## config.mk

```make
export PLATFORM = sky130hd
export DESIGN_NAME = ahbl_arbiter_rr_flat
export DESIGN_NICKNAME = d
export VERILOG_FILES = /design/src/rtl/ahbl_arbiter_rr_if.sv /design/src/rtl/ahbl_arbiter_rr.sv /design/src/flat_wrapper.sv
export SDC_FILE = /design/constraint.sdc
export NUM_CORES = 1
export LEC_CHECK = 0
export CORE_AREA = 2 2 136 138
export CTS_BUF_LIST = sky130_fd_sc_hd__clkbuf_2
export DETAILED_ROUTE_END_ITERATION = 8
export DIE_AREA = 0 0 138 140
export GPL_TIMING_DRIVEN = 0
export PLACE_DENSITY_LB_ADDON = 0.12
export SYNTH_ARGS = -nofsm -noshare
export SYNTH_HDL_FRONTEND = slang
export SYNTH_SLANG_ARGS = --single-unit
```

## constraint.sdc

```tcl
create_clock -name clk -period 5.6 [get_ports clk]
set_input_delay 0.56 -clock clk [delete_from_list [all_inputs] [get_ports clk]]
set_output_delay 0.56 -clock clk [all_outputs]
set_load 0.02 [all_outputs]
```

## src/rtl/ahbl_arbiter_rr_if.sv

```systemverilog
// Bus bundle for ahbl_arbiter_rr: N_PORTS upstream AHB-Lite master ports
// on the src_* side and one downstream slave connection on the dst_* side.
// The arbiter connects through modport "slave" because it is the slave of
// every upstream master. Modport "master" is the opposite view, used by
// whatever drives the masters and models the shared slave.
interface ahbl_arbiter_rr_if #(
   parameter int N_PORTS = 2,
   parameter int W_ADDR  = 32,
   parameter int W_DATA  = 32
);
   logic [N_PORTS-1:0]        src_hready;
   logic [N_PORTS-1:0]        src_hready_resp;
   logic [N_PORTS-1:0]        src_hresp;
   logic [N_PORTS*W_ADDR-1:0] src_haddr;
   logic [N_PORTS-1:0]        src_hwrite;
   logic [N_PORTS*2-1:0]      src_htrans;
   logic [N_PORTS*3-1:0]      src_hsize;
   logic [N_PORTS*3-1:0]      src_hburst;
   logic [N_PORTS*4-1:0]      src_hprot;
   logic [N_PORTS-1:0]        src_hmastlock;
   logic [N_PORTS*W_DATA-1:0] src_hwdata;
   logic [N_PORTS*W_DATA-1:0] src_hrdata;

   logic              dst_hready;
   logic              dst_hready_resp;
   logic              dst_hresp;
   logic [W_ADDR-1:0] dst_haddr;
   logic              dst_hwrite;
   logic [1:0]        dst_htrans;
   logic [2:0]        dst_hsize;
   logic [2:0]        dst_hburst;
   logic [3:0]        dst_hprot;
   logic              dst_hmastlock;
   logic [W_DATA-1:0] dst_hwdata;
   logic [W_DATA-1:0] dst_hrdata;
   logic [7:0]        dst_hmaster;

   modport slave (
      input  src_hready, src_haddr, src_hwrite, src_htrans, src_hsize,
             src_hburst, src_hprot, src_hmastlock, src_hwdata,
      output src_hready_resp, src_hresp, src_hrdata,
      output dst_hready, dst_haddr, dst_hwrite, dst_htrans, dst_hsize,
             dst_hburst, dst_hprot, dst_hmastlock, dst_hwdata, dst_hmaster,
      input  dst_hready_resp, dst_hresp, dst_hrdata
   );

   modport master (
      output src_hready, src_haddr, src_hwrite, src_htrans, src_hsize,
             src_hburst, src_hprot, src_hmastlock, src_hwdata,
      input  src_hready_resp, src_hresp, src_hrdata,
      input  dst_hready, dst_haddr, dst_hwrite, dst_htrans, dst_hsize,
             dst_hburst, dst_hprot, dst_hmastlock, dst_hwdata, dst_hmaster,
      output dst_hready_resp, dst_hresp, dst_hrdata
   );
endinterface

```

## src/rtl/ahbl_arbiter_rr.sv

```systemverilog
// N:1 AHB-Lite arbiter with a fixed-priority or round-robin grant, grant
// holding over bursts and locked sequences, and a one-deep address-phase
// buffer per master port, so a master that loses arbitration stalls in
// its data phase.
module ahbl_arbiter_rr #(
   parameter int                   N_PORTS        = 2,
   parameter int                   W_ADDR         = 32,
   parameter int                   W_DATA         = 32,
   parameter int                   ARB_MODE       = 0,
   parameter logic [N_PORTS-1:0]   CONN_MASK      = '1,
   parameter logic [7:0]           MASTER_ID_BASE = 8'd0
) (
   input logic              clk,
   input logic              rst,
   ahbl_arbiter_rr_if.slave bus
);
   localparam int IW = (N_PORTS > 1) ? $clog2(N_PORTS) : 1;

   typedef enum logic [1:0] {HT_IDLE, HT_BUSY, HT_NONSEQ, HT_SEQ} htrans_e;
   typedef enum logic [2:0] {HB_SINGLE, HB_INCR, HB_WRAP4, HB_INCR4,
                             HB_WRAP8, HB_INCR8, HB_WRAP16, HB_INCR16} hburst_e;

   typedef struct packed {
      logic [W_ADDR-1:0] haddr;
      logic              hwrite;
      logic [1:0]        htrans;
      logic [2:0]        hsize;
      logic [2:0]        hburst;
      logic [3:0]        hprot;
      logic              hmastlock;
   } aph_t;

   aph_t               live [N_PORTS];
   aph_t               act  [N_PORTS];
   aph_t               buf_q [N_PORTS];
   aph_t               buf_d [N_PORTS];
   aph_t               own, gsel;
   logic [N_PORTS-1:0] req, req_live, gnt_a, buf_wen;
   logic [N_PORTS-1:0] buf_valid_q, buf_valid_d;
   logic [N_PORTS-1:0] owner_q, owner_d, gnt_d_q, gnt_d_d;
   logic               hold_q, hold_d, hold_eff, found, accept, dst_hready;
   logic [3:0]         beats_q, beats_d, beats_new;
   logic [IW-1:0]      rr_ptr_q, rr_ptr_d, gnt_idx;
   logic [W_DATA-1:0]  wdata;

   // Per-port address phase: buffered copy when present, live bus otherwise
   always_comb begin
      for (int unsigned i = 0; i < N_PORTS; i++) begin
         live[i].haddr     = bus.src_haddr[i*W_ADDR +: W_ADDR];
         live[i].hwrite    = bus.src_hwrite[i];
         live[i].htrans    = bus.src_htrans[i*2 +: 2];
         live[i].hsize     = bus.src_hsize[i*3 +: 3];
         live[i].hburst    = bus.src_hburst[i*3 +: 3];
         live[i].hprot     = bus.src_hprot[i*4 +: 4];
         live[i].hmastlock = bus.src_hmastlock[i];
         act[i]      = buf_valid_q[i] ? buf_q[i] : live[i];
         req[i]      = act[i].htrans[1] & CONN_MASK[i];
         req_live[i] = live[i].htrans[1];
      end
   end

   // Owner view; a hold survives while the owner keeps its lock or is mid-burst (SEQ/BUSY)
   always_comb begin
      own = '0;
      for (int unsigned i = 0; i < N_PORTS; i++)
         if (owner_q[i]) own = act[i];
      hold_eff = hold_q & (own.hmastlock | own.htrans[0]);
   end

   // Grant selection: held owner, else lowest index, else round-robin after rr_ptr
   always_comb begin
      gnt_a = '0;
      found = 1'b0;
      if (rst) begin
         gnt_a = '0;
      end else if (hold_eff) begin
         gnt_a = owner_q;
      end else if (ARB_MODE == 0) begin
         for (int unsigned i = 0; i < N_PORTS; i++)
            if (!found && req[i]) begin
               gnt_a[i] = 1'b1;
               found    = 1'b1;
            end
      end else begin
         for (int unsigned i = 0; i < N_PORTS; i++)
            if (!found && req[i] && (i > 32'(rr_ptr_q))) begin
               gnt_a[i] = 1'b1;
               found    = 1'b1;
            end
         for (int unsigned i = 0; i < N_PORTS; i++)
            if (!found && req[i] && (i <= 32'(rr_ptr_q))) begin
               gnt_a[i] = 1'b1;
               found    = 1'b1;
            end
      end
   end

   // Downstream muxes: address phase by gnt_a, write data by data-phase owner
   always_comb begin
      gsel    = '0;
      gnt_idx = '0;
      wdata   = '0;
      for (int unsigned i = 0; i < N_PORTS; i++) begin
         if (gnt_a[i]) begin
            gsel    = act[i];
            gnt_idx = IW'(i);
         end
         if (gnt_d_q[i]) wdata = bus.src_hwdata[i*W_DATA +: W_DATA];
      end
      dst_hready = (gnt_d_q != '0) ? |(bus.src_hready & gnt_d_q) : 1'b1;
      accept     = dst_hready & |(gnt_a & req);
   end

   // Owner, hold, beat counter, round-robin pointer and data-phase grant
   always_comb begin
      owner_d   = owner_q;
      hold_d    = hold_q;
      beats_d   = beats_q;
      rr_ptr_d  = rr_ptr_q;
      beats_new = '0;
      gnt_d_d   = dst_hready ? gnt_a : gnt_d_q;
      if (accept) begin
         owner_d = gnt_a;
         if (gsel.htrans == HT_NONSEQ) begin
            rr_ptr_d = gnt_idx;
            case (gsel.hburst)
               HB_WRAP4,  HB_INCR4:  beats_new = 4'd3;
               HB_WRAP8,  HB_INCR8:  beats_new = 4'd7;
               HB_WRAP16, HB_INCR16: beats_new = 4'd15;
               default:              beats_new = 4'd0;
            endcase
         end else if (gsel.hburst != HB_INCR && beats_q != 4'd0) begin
            beats_new = beats_q - 4'd1;
         end
         beats_d = beats_new;
         hold_d  = gsel.hmastlock | (gsel.hburst == HB_INCR) | (beats_new != 4'd0);
      end else if (!hold_eff) begin
         hold_d = 1'b0;
      end
   end

   // Address-phase buffers: capture a live request that is not issued this cycle
   always_comb begin
      for (int unsigned i = 0; i < N_PORTS; i++) begin
         buf_wen[i]     = req_live[i] & bus.src_hready[i] & ~(gnt_a[i] & dst_hready);
         buf_valid_d[i] = buf_valid_q[i];
         buf_d[i]       = buf_q[i];
         if (gnt_a[i] & dst_hready) begin
            buf_valid_d[i] = 1'b0;
         end else if (buf_wen[i] & ~buf_valid_q[i]) begin
            buf_valid_d[i] = 1'b1;
            buf_d[i]       = live[i];
         end
      end
   end

   // State registers
   always_ff @(posedge clk or posedge rst) begin
      if (rst) begin
         owner_q     <= '0;
         hold_q      <= 1'b0;
         beats_q     <= '0;
         rr_ptr_q    <= IW'(N_PORTS - 1);
         gnt_d_q     <= '0;
         buf_valid_q <= '0;
         for (int unsigned i = 0; i < N_PORTS; i++) buf_q[i] <= '0;
      end else begin
         owner_q     <= owner_d;
         hold_q      <= hold_d;
         beats_q     <= beats_d;
         rr_ptr_q    <= rr_ptr_d;
         gnt_d_q     <= gnt_d_d;
         buf_valid_q <= buf_valid_d;
         for (int unsigned i = 0; i < N_PORTS; i++) buf_q[i] <= buf_d[i];
      end
   end

`ifdef SIM
   // A master must not issue a new address while its buffered one is pending
   always_ff @(posedge clk)
      if (!rst) assert ((buf_wen & buf_valid_q) == '0) else $error("address buffer overwrite");
`endif

   assign bus.dst_hready      = dst_hready;
   assign bus.dst_haddr       = gsel.haddr;
   assign bus.dst_hwrite      = gsel.hwrite;
   assign bus.dst_htrans      = gsel.htrans;
   assign bus.dst_hsize       = gsel.hsize;
   assign bus.dst_hburst      = gsel.hburst;
   assign bus.dst_hprot       = gsel.hprot;
   assign bus.dst_hmastlock   = gsel.hmastlock;
   assign bus.dst_hwdata      = wdata;
   assign bus.dst_hmaster     = (gnt_a != '0) ? MASTER_ID_BASE + 8'(gnt_idx) : 8'd0;
   assign bus.src_hready_resp = ~(buf_valid_q | gnt_d_q) | (gnt_d_q & {N_PORTS{bus.dst_hready_resp}});
   assign bus.src_hresp       = gnt_d_q & {N_PORTS{bus.dst_hresp}};
   assign bus.src_hrdata      = {N_PORTS{bus.dst_hrdata}};
endmodule

```

## src/flat_wrapper.sv

```systemverilog
// flat-port wrapper written by rule: the top's interface ports become plain ports
module ahbl_arbiter_rr_flat 
#(
   parameter int                   N_PORTS        = 2,
   parameter int                   W_ADDR         = 32,
   parameter int                   W_DATA         = 32,
   parameter int                   ARB_MODE       = 0,
   parameter logic [N_PORTS-1:0]   CONN_MASK      = '1,
   parameter logic [7:0]           MASTER_ID_BASE = 8'd0
)
  (clk, rst, bus_src_hready, bus_src_haddr, bus_src_hwrite, bus_src_htrans, bus_src_hsize, bus_src_hburst, bus_src_hprot, bus_src_hmastlock, bus_src_hwdata, bus_src_hready_resp, bus_src_hresp, bus_src_hrdata, bus_dst_hready, bus_dst_haddr, bus_dst_hwrite, bus_dst_htrans, bus_dst_hsize, bus_dst_hburst, bus_dst_hprot, bus_dst_hmastlock, bus_dst_hwdata, bus_dst_hmaster, bus_dst_hready_resp, bus_dst_hresp, bus_dst_hrdata);
  ahbl_arbiter_rr_if #(.N_PORTS(N_PORTS), .W_ADDR(W_ADDR), .W_DATA(W_DATA)) bus_i ();
  input logic clk;
  input logic rst;
  input wire logic [$bits(bus_i.src_hready)-1:0] bus_src_hready;
  input wire logic [$bits(bus_i.src_haddr)-1:0] bus_src_haddr;
  input wire logic [$bits(bus_i.src_hwrite)-1:0] bus_src_hwrite;
  input wire logic [$bits(bus_i.src_htrans)-1:0] bus_src_htrans;
  input wire logic [$bits(bus_i.src_hsize)-1:0] bus_src_hsize;
  input wire logic [$bits(bus_i.src_hburst)-1:0] bus_src_hburst;
  input wire logic [$bits(bus_i.src_hprot)-1:0] bus_src_hprot;
  input wire logic [$bits(bus_i.src_hmastlock)-1:0] bus_src_hmastlock;
  input wire logic [$bits(bus_i.src_hwdata)-1:0] bus_src_hwdata;
  output wire logic [$bits(bus_i.src_hready_resp)-1:0] bus_src_hready_resp;
  output wire logic [$bits(bus_i.src_hresp)-1:0] bus_src_hresp;
  output wire logic [$bits(bus_i.src_hrdata)-1:0] bus_src_hrdata;
  output wire logic [$bits(bus_i.dst_hready)-1:0] bus_dst_hready;
  output wire logic [$bits(bus_i.dst_haddr)-1:0] bus_dst_haddr;
  output wire logic [$bits(bus_i.dst_hwrite)-1:0] bus_dst_hwrite;
  output wire logic [$bits(bus_i.dst_htrans)-1:0] bus_dst_htrans;
  output wire logic [$bits(bus_i.dst_hsize)-1:0] bus_dst_hsize;
  output wire logic [$bits(bus_i.dst_hburst)-1:0] bus_dst_hburst;
  output wire logic [$bits(bus_i.dst_hprot)-1:0] bus_dst_hprot;
  output wire logic [$bits(bus_i.dst_hmastlock)-1:0] bus_dst_hmastlock;
  output wire logic [$bits(bus_i.dst_hwdata)-1:0] bus_dst_hwdata;
  output wire logic [$bits(bus_i.dst_hmaster)-1:0] bus_dst_hmaster;
  input wire logic [$bits(bus_i.dst_hready_resp)-1:0] bus_dst_hready_resp;
  input wire logic [$bits(bus_i.dst_hresp)-1:0] bus_dst_hresp;
  input wire logic [$bits(bus_i.dst_hrdata)-1:0] bus_dst_hrdata;
  assign bus_i.src_hready = bus_src_hready;
  assign bus_i.src_haddr = bus_src_haddr;
  assign bus_i.src_hwrite = bus_src_hwrite;
  assign bus_i.src_htrans = bus_src_htrans;
  assign bus_i.src_hsize = bus_src_hsize;
  assign bus_i.src_hburst = bus_src_hburst;
  assign bus_i.src_hprot = bus_src_hprot;
  assign bus_i.src_hmastlock = bus_src_hmastlock;
  assign bus_i.src_hwdata = bus_src_hwdata;
  assign bus_src_hready_resp = bus_i.src_hready_resp;
  assign bus_src_hresp = bus_i.src_hresp;
  assign bus_src_hrdata = bus_i.src_hrdata;
  assign bus_dst_hready = bus_i.dst_hready;
  assign bus_dst_haddr = bus_i.dst_haddr;
  assign bus_dst_hwrite = bus_i.dst_hwrite;
  assign bus_dst_htrans = bus_i.dst_htrans;
  assign bus_dst_hsize = bus_i.dst_hsize;
  assign bus_dst_hburst = bus_i.dst_hburst;
  assign bus_dst_hprot = bus_i.dst_hprot;
  assign bus_dst_hmastlock = bus_i.dst_hmastlock;
  assign bus_dst_hwdata = bus_i.dst_hwdata;
  assign bus_dst_hmaster = bus_i.dst_hmaster;
  assign bus_i.dst_hready_resp = bus_dst_hready_resp;
  assign bus_i.dst_hresp = bus_dst_hresp;
  assign bus_i.dst_hrdata = bus_dst_hrdata;
  ahbl_arbiter_rr #(.N_PORTS(N_PORTS), .W_ADDR(W_ADDR), .W_DATA(W_DATA), .ARB_MODE(ARB_MODE), .CONN_MASK(CONN_MASK), .MASTER_ID_BASE(MASTER_ID_BASE)) u_core (.clk(clk), .rst(rst), .bus(bus_i));
endmodule
```

==> flow_metrics.env <==
export IMPL_path_clk_slew_ns=0.32
export IMPL_cts_repair_resized=0
export IMPL_min_period_ns=5.112
export IMPL_yosys_area_top_type="dfrtp_1"
export IMPL_max_slew_margin_pct=46.99
export IMPL_worst_slew_pin_slew_ns=0.7951
export IMPL_synth_ff_type="dfrtp_1"
export IMPL_synth_distinct_cells=50
export IMPL_synth_seq_cells=103
export IMPL_antenna_found_initial=2
export IMPL_finalMaxSlewViolations=0
export IMPL_place_area_um2=10180
export IMPL_drcViolationCount=0
export IMPL_numCtsBuffers=9
export IMPL_vdd_ir_drop_max_mv=0.2492
export IMPL_syn_cell_area_um2=6751
export IMPL_die_w_um=138
export IMPL_routed_wl_um=23450
export IMPL_synth_seq_area_share_pct=38.18
export IMPL_yosys_top_cells_area="dfrtp_1, mux2_2, buf_4, mux2i_1, a22o_1"
export IMPL_grt_usage_pct=23.87
export IMPL_cts_tree="done"
export IMPL_cap_violations=0
export IMPL_port_buffers=309
export IMPL_final_nets=1156
export IMPL_clock_skew_ns=0.03313
export IMPL_async_reset_ff_share_pct=100.0
export IMPL_routedWlPerCell_um=19.60
export IMPL_clkSinkCount=103
export IMPL_cts_root_buf="clkbuf_2"
export IMPL_overflow=0
export IMPL_grt_max_degree=55
export IMPL_synth_top_area_share_pct=38.18
export IMPL_drt_iter0_markers=225
export IMPL_p_leak_uw=0.004279
export IMPL_clk_path_buf_depth=2
export IMPL_die_y_um=140
export IMPL_start_util_pct=37.97
export IMPL_met1Wirelength_um=10260
export IMPL_coreArea_um2=17780
export IMPL_pin_count=349
export IMPL_setup_violations=0
export IMPL_grt_first_pass_wirelength_um=35890
export IMPL_synth_edf_count=0
export IMPL_top_layer="met5"
export IMPL_cp_max_fo=54
export IMPL_finalHoldViolCount=0
export IMPL_start_kind="input pin"
export IMPL_crit_type="input pin to output pin"
export IMPL_first_pass_iters=7
export IMPL_drive_gt1_share_pct=24.02
export IMPL_wl_met3_um=1613
export IMPL_rsz0062_at_grt="no"
export IMPL_avgSynthCellArea_um2=10.65
export IMPL_h_tree_depth=3
export IMPL_hold_ws_ns=0.4368
export IMPL_area_growth_pct=52.21
export IMPL_synthCells=634
export IMPL_vias=5977
export IMPL_fin_crit_sh_pct=91.29
export IMPL_yosysWarnings=0
export IMPL_cts_setup_buffers=0
export IMPL_crit_path_end_kind="output pin"
export IMPL_min_path_type="input pin to asynchronous set/reset pin"
export IMPL_dpl_hpwl_um=18530
export IMPL_routabilityCongestion=0.8658
export IMPL_critPathRequiredTime_ns=5.04
export IMPL_final_area_um2=10280
export IMPL_rows=49
export IMPL_powerDensity_nw_per_um2=481.6
export IMPL_worstPathArrival_ns=4.55
export IMPL_status="complete, no violations"
export IMPL_grt_pass1_vias=6122
export IMPL_via_per_inst=4.997
export IMPL_max_freq_mhz=195.6
export IMPL_ctsHoldBuffers=0
export IMPL_wl_met2_um=11170
export IMPL_clk_latency_ns=0.63
export IMPL_die_area_um2=19320
export IMPL_antenna_left=0
==> logic make-up after synthesis <==
group | synth area share, %
other cells | 0.05554
buf+inv | 11.80
fa+ha+maj | 0.1853
flops | 38.18
compound gates | 11.23
mux | 29.86
simple gates | 8.691
==> cells in the final DEF (no fill, tap or decap), types with 3 or more instances in the layout <==
cell,count
mux2i_1,45
and2_1,4
clkbuf_2,11
buf_4,71
nand3_1,44
a31oi_1,3
o21ai_0,51
conb_1,7
buf_1,6
nor2_1,10
dfrtp_1,103
buf_6,9
clkinvlp_4,3
or2_2,3
nor3_1,7
mux2_1,18
buf_2,4
nand2b_1,4
nor3b_1,3
inv_1,4
nand2_1,20
clkdlybuf4s50_1,309
or3_1,4
mux2_2,121
clkbuf_1,26
a22o_1,32
a21oi_1,8
==> through the flow <==
stage                     setup WS, ns  util (%)  TNS, ns  std cells  total power, µW
after floorplan                 0.8732         -        0        640             3343
after global placement          -1.906     57.11  -144.65       1178             4610
after detailed placement        0.4049     57.28        0       1179             4649
after CTS                       0.3928     57.78        0       1195             4985
after global routing           0.09745     57.80        0       1196             5288
final                           0.4880     57.80        0       1196             4949
==> worst paths after layout <==
path	start	to	slack, ns	cells past startpoint
setup / recovery	rst	bus_dst_haddr[27]	0.49	12
hold / removal	rst	u_core.buf_q[38]	0.44	2
setup reg to reg	u_core.buf_valid_q[1]	u_core.gnt_d_q[1]	2.52	8
hold reg to reg	u_core.buf_q[5]	u_core.buf_q[5]	0.53	1
max in group asynchronous	rst	u_core.buf_q[1]	4.41	3
min in group clk	bus_src_haddr[50]	u_core.buf_q[32]	0.52	2
==> layout make-up <==
| class | instances | area, µm² |
|---|---|---|
| buffer | 116 | 774.5 |
| inverter | 6 | 25.02 |
| multi-input combinational | 415 | 3400 |
| tap | 229 | 286.5 |
| clock inverter | 5 | 35.03 |
| timing repair buffer | 310 | 3120 |
| sequential | 103 | 2577 |
| antenna | 1 | 2.502 |
| fill | 1575 | 7503 |
| clock buffer | 11 | 55.05 |
==> metal layers <==
| layer | vias up | track usage, % |
|---|---|---|
| met1 | 2835 | 31.88 |
| li1 | 2882 | - |
| met4 | 2 | 5.800 |
| met2 | 229 | 39.21 |
| met5 | - | 0 |
| met3 | 29 | 5.846 |
==> power by group <==
part	switching [µW]	leakage (µW)	internal, µW
registers	189	0.00122	1110
logic	1660	0.00301	1660
clock network	269	0.0000518	60.6
total	2120	0.00428	2830
==> state kept, by name, indices dropped and copies added, names as in the netlist <==
register	flops
u_core.buf_q	92
u_core.beats_q	4
u_core.buf_valid_q	2
u_core.gnt_d_q	2
u_core.owner_q	2
u_core.hold_q	1
==> critical path, cell delays in order <==
cell	delay, ns
clkdlybuf4s50_1	0.56
inv_4	0.29
buf_16	0.33
nand3b_1	0.13
a31oi_1	0.08
nor2_1	0.20
clkbuf_1	0.37
clkbuf_1	0.51
clkbuf_1	0.49
nand3_1	0.12
o21ai_0	0.19
clkdlybuf4s50_1	0.69
==> cell usage after synthesis, types with 2 or more instances <==
library cell / number
nand2b_1: 4
mux2_2: 121
dfrtp_1: 103
nand4_1: 2
o21ai_0: 51
nor3b_1: 3
mux2_1: 18
clkbuf_1: 26
a22o_1: 32
buf_2: 4
or3_1: 4
nand2_1: 20
nand3b_1: 2
a221o_1: 2
buf_4: 71
a21oi_1: 8
and2_1: 4
inv_1: 5
o22a_1: 2
buf_1: 6
or2_2: 3
a31oi_1: 3
nor2b_1: 2
mux2i_1: 45
buf_6: 9
nand3_1: 44
a22oi_1: 2
nor3_1: 7
nor2_1: 10
Power figures use the tool's default switching activity.
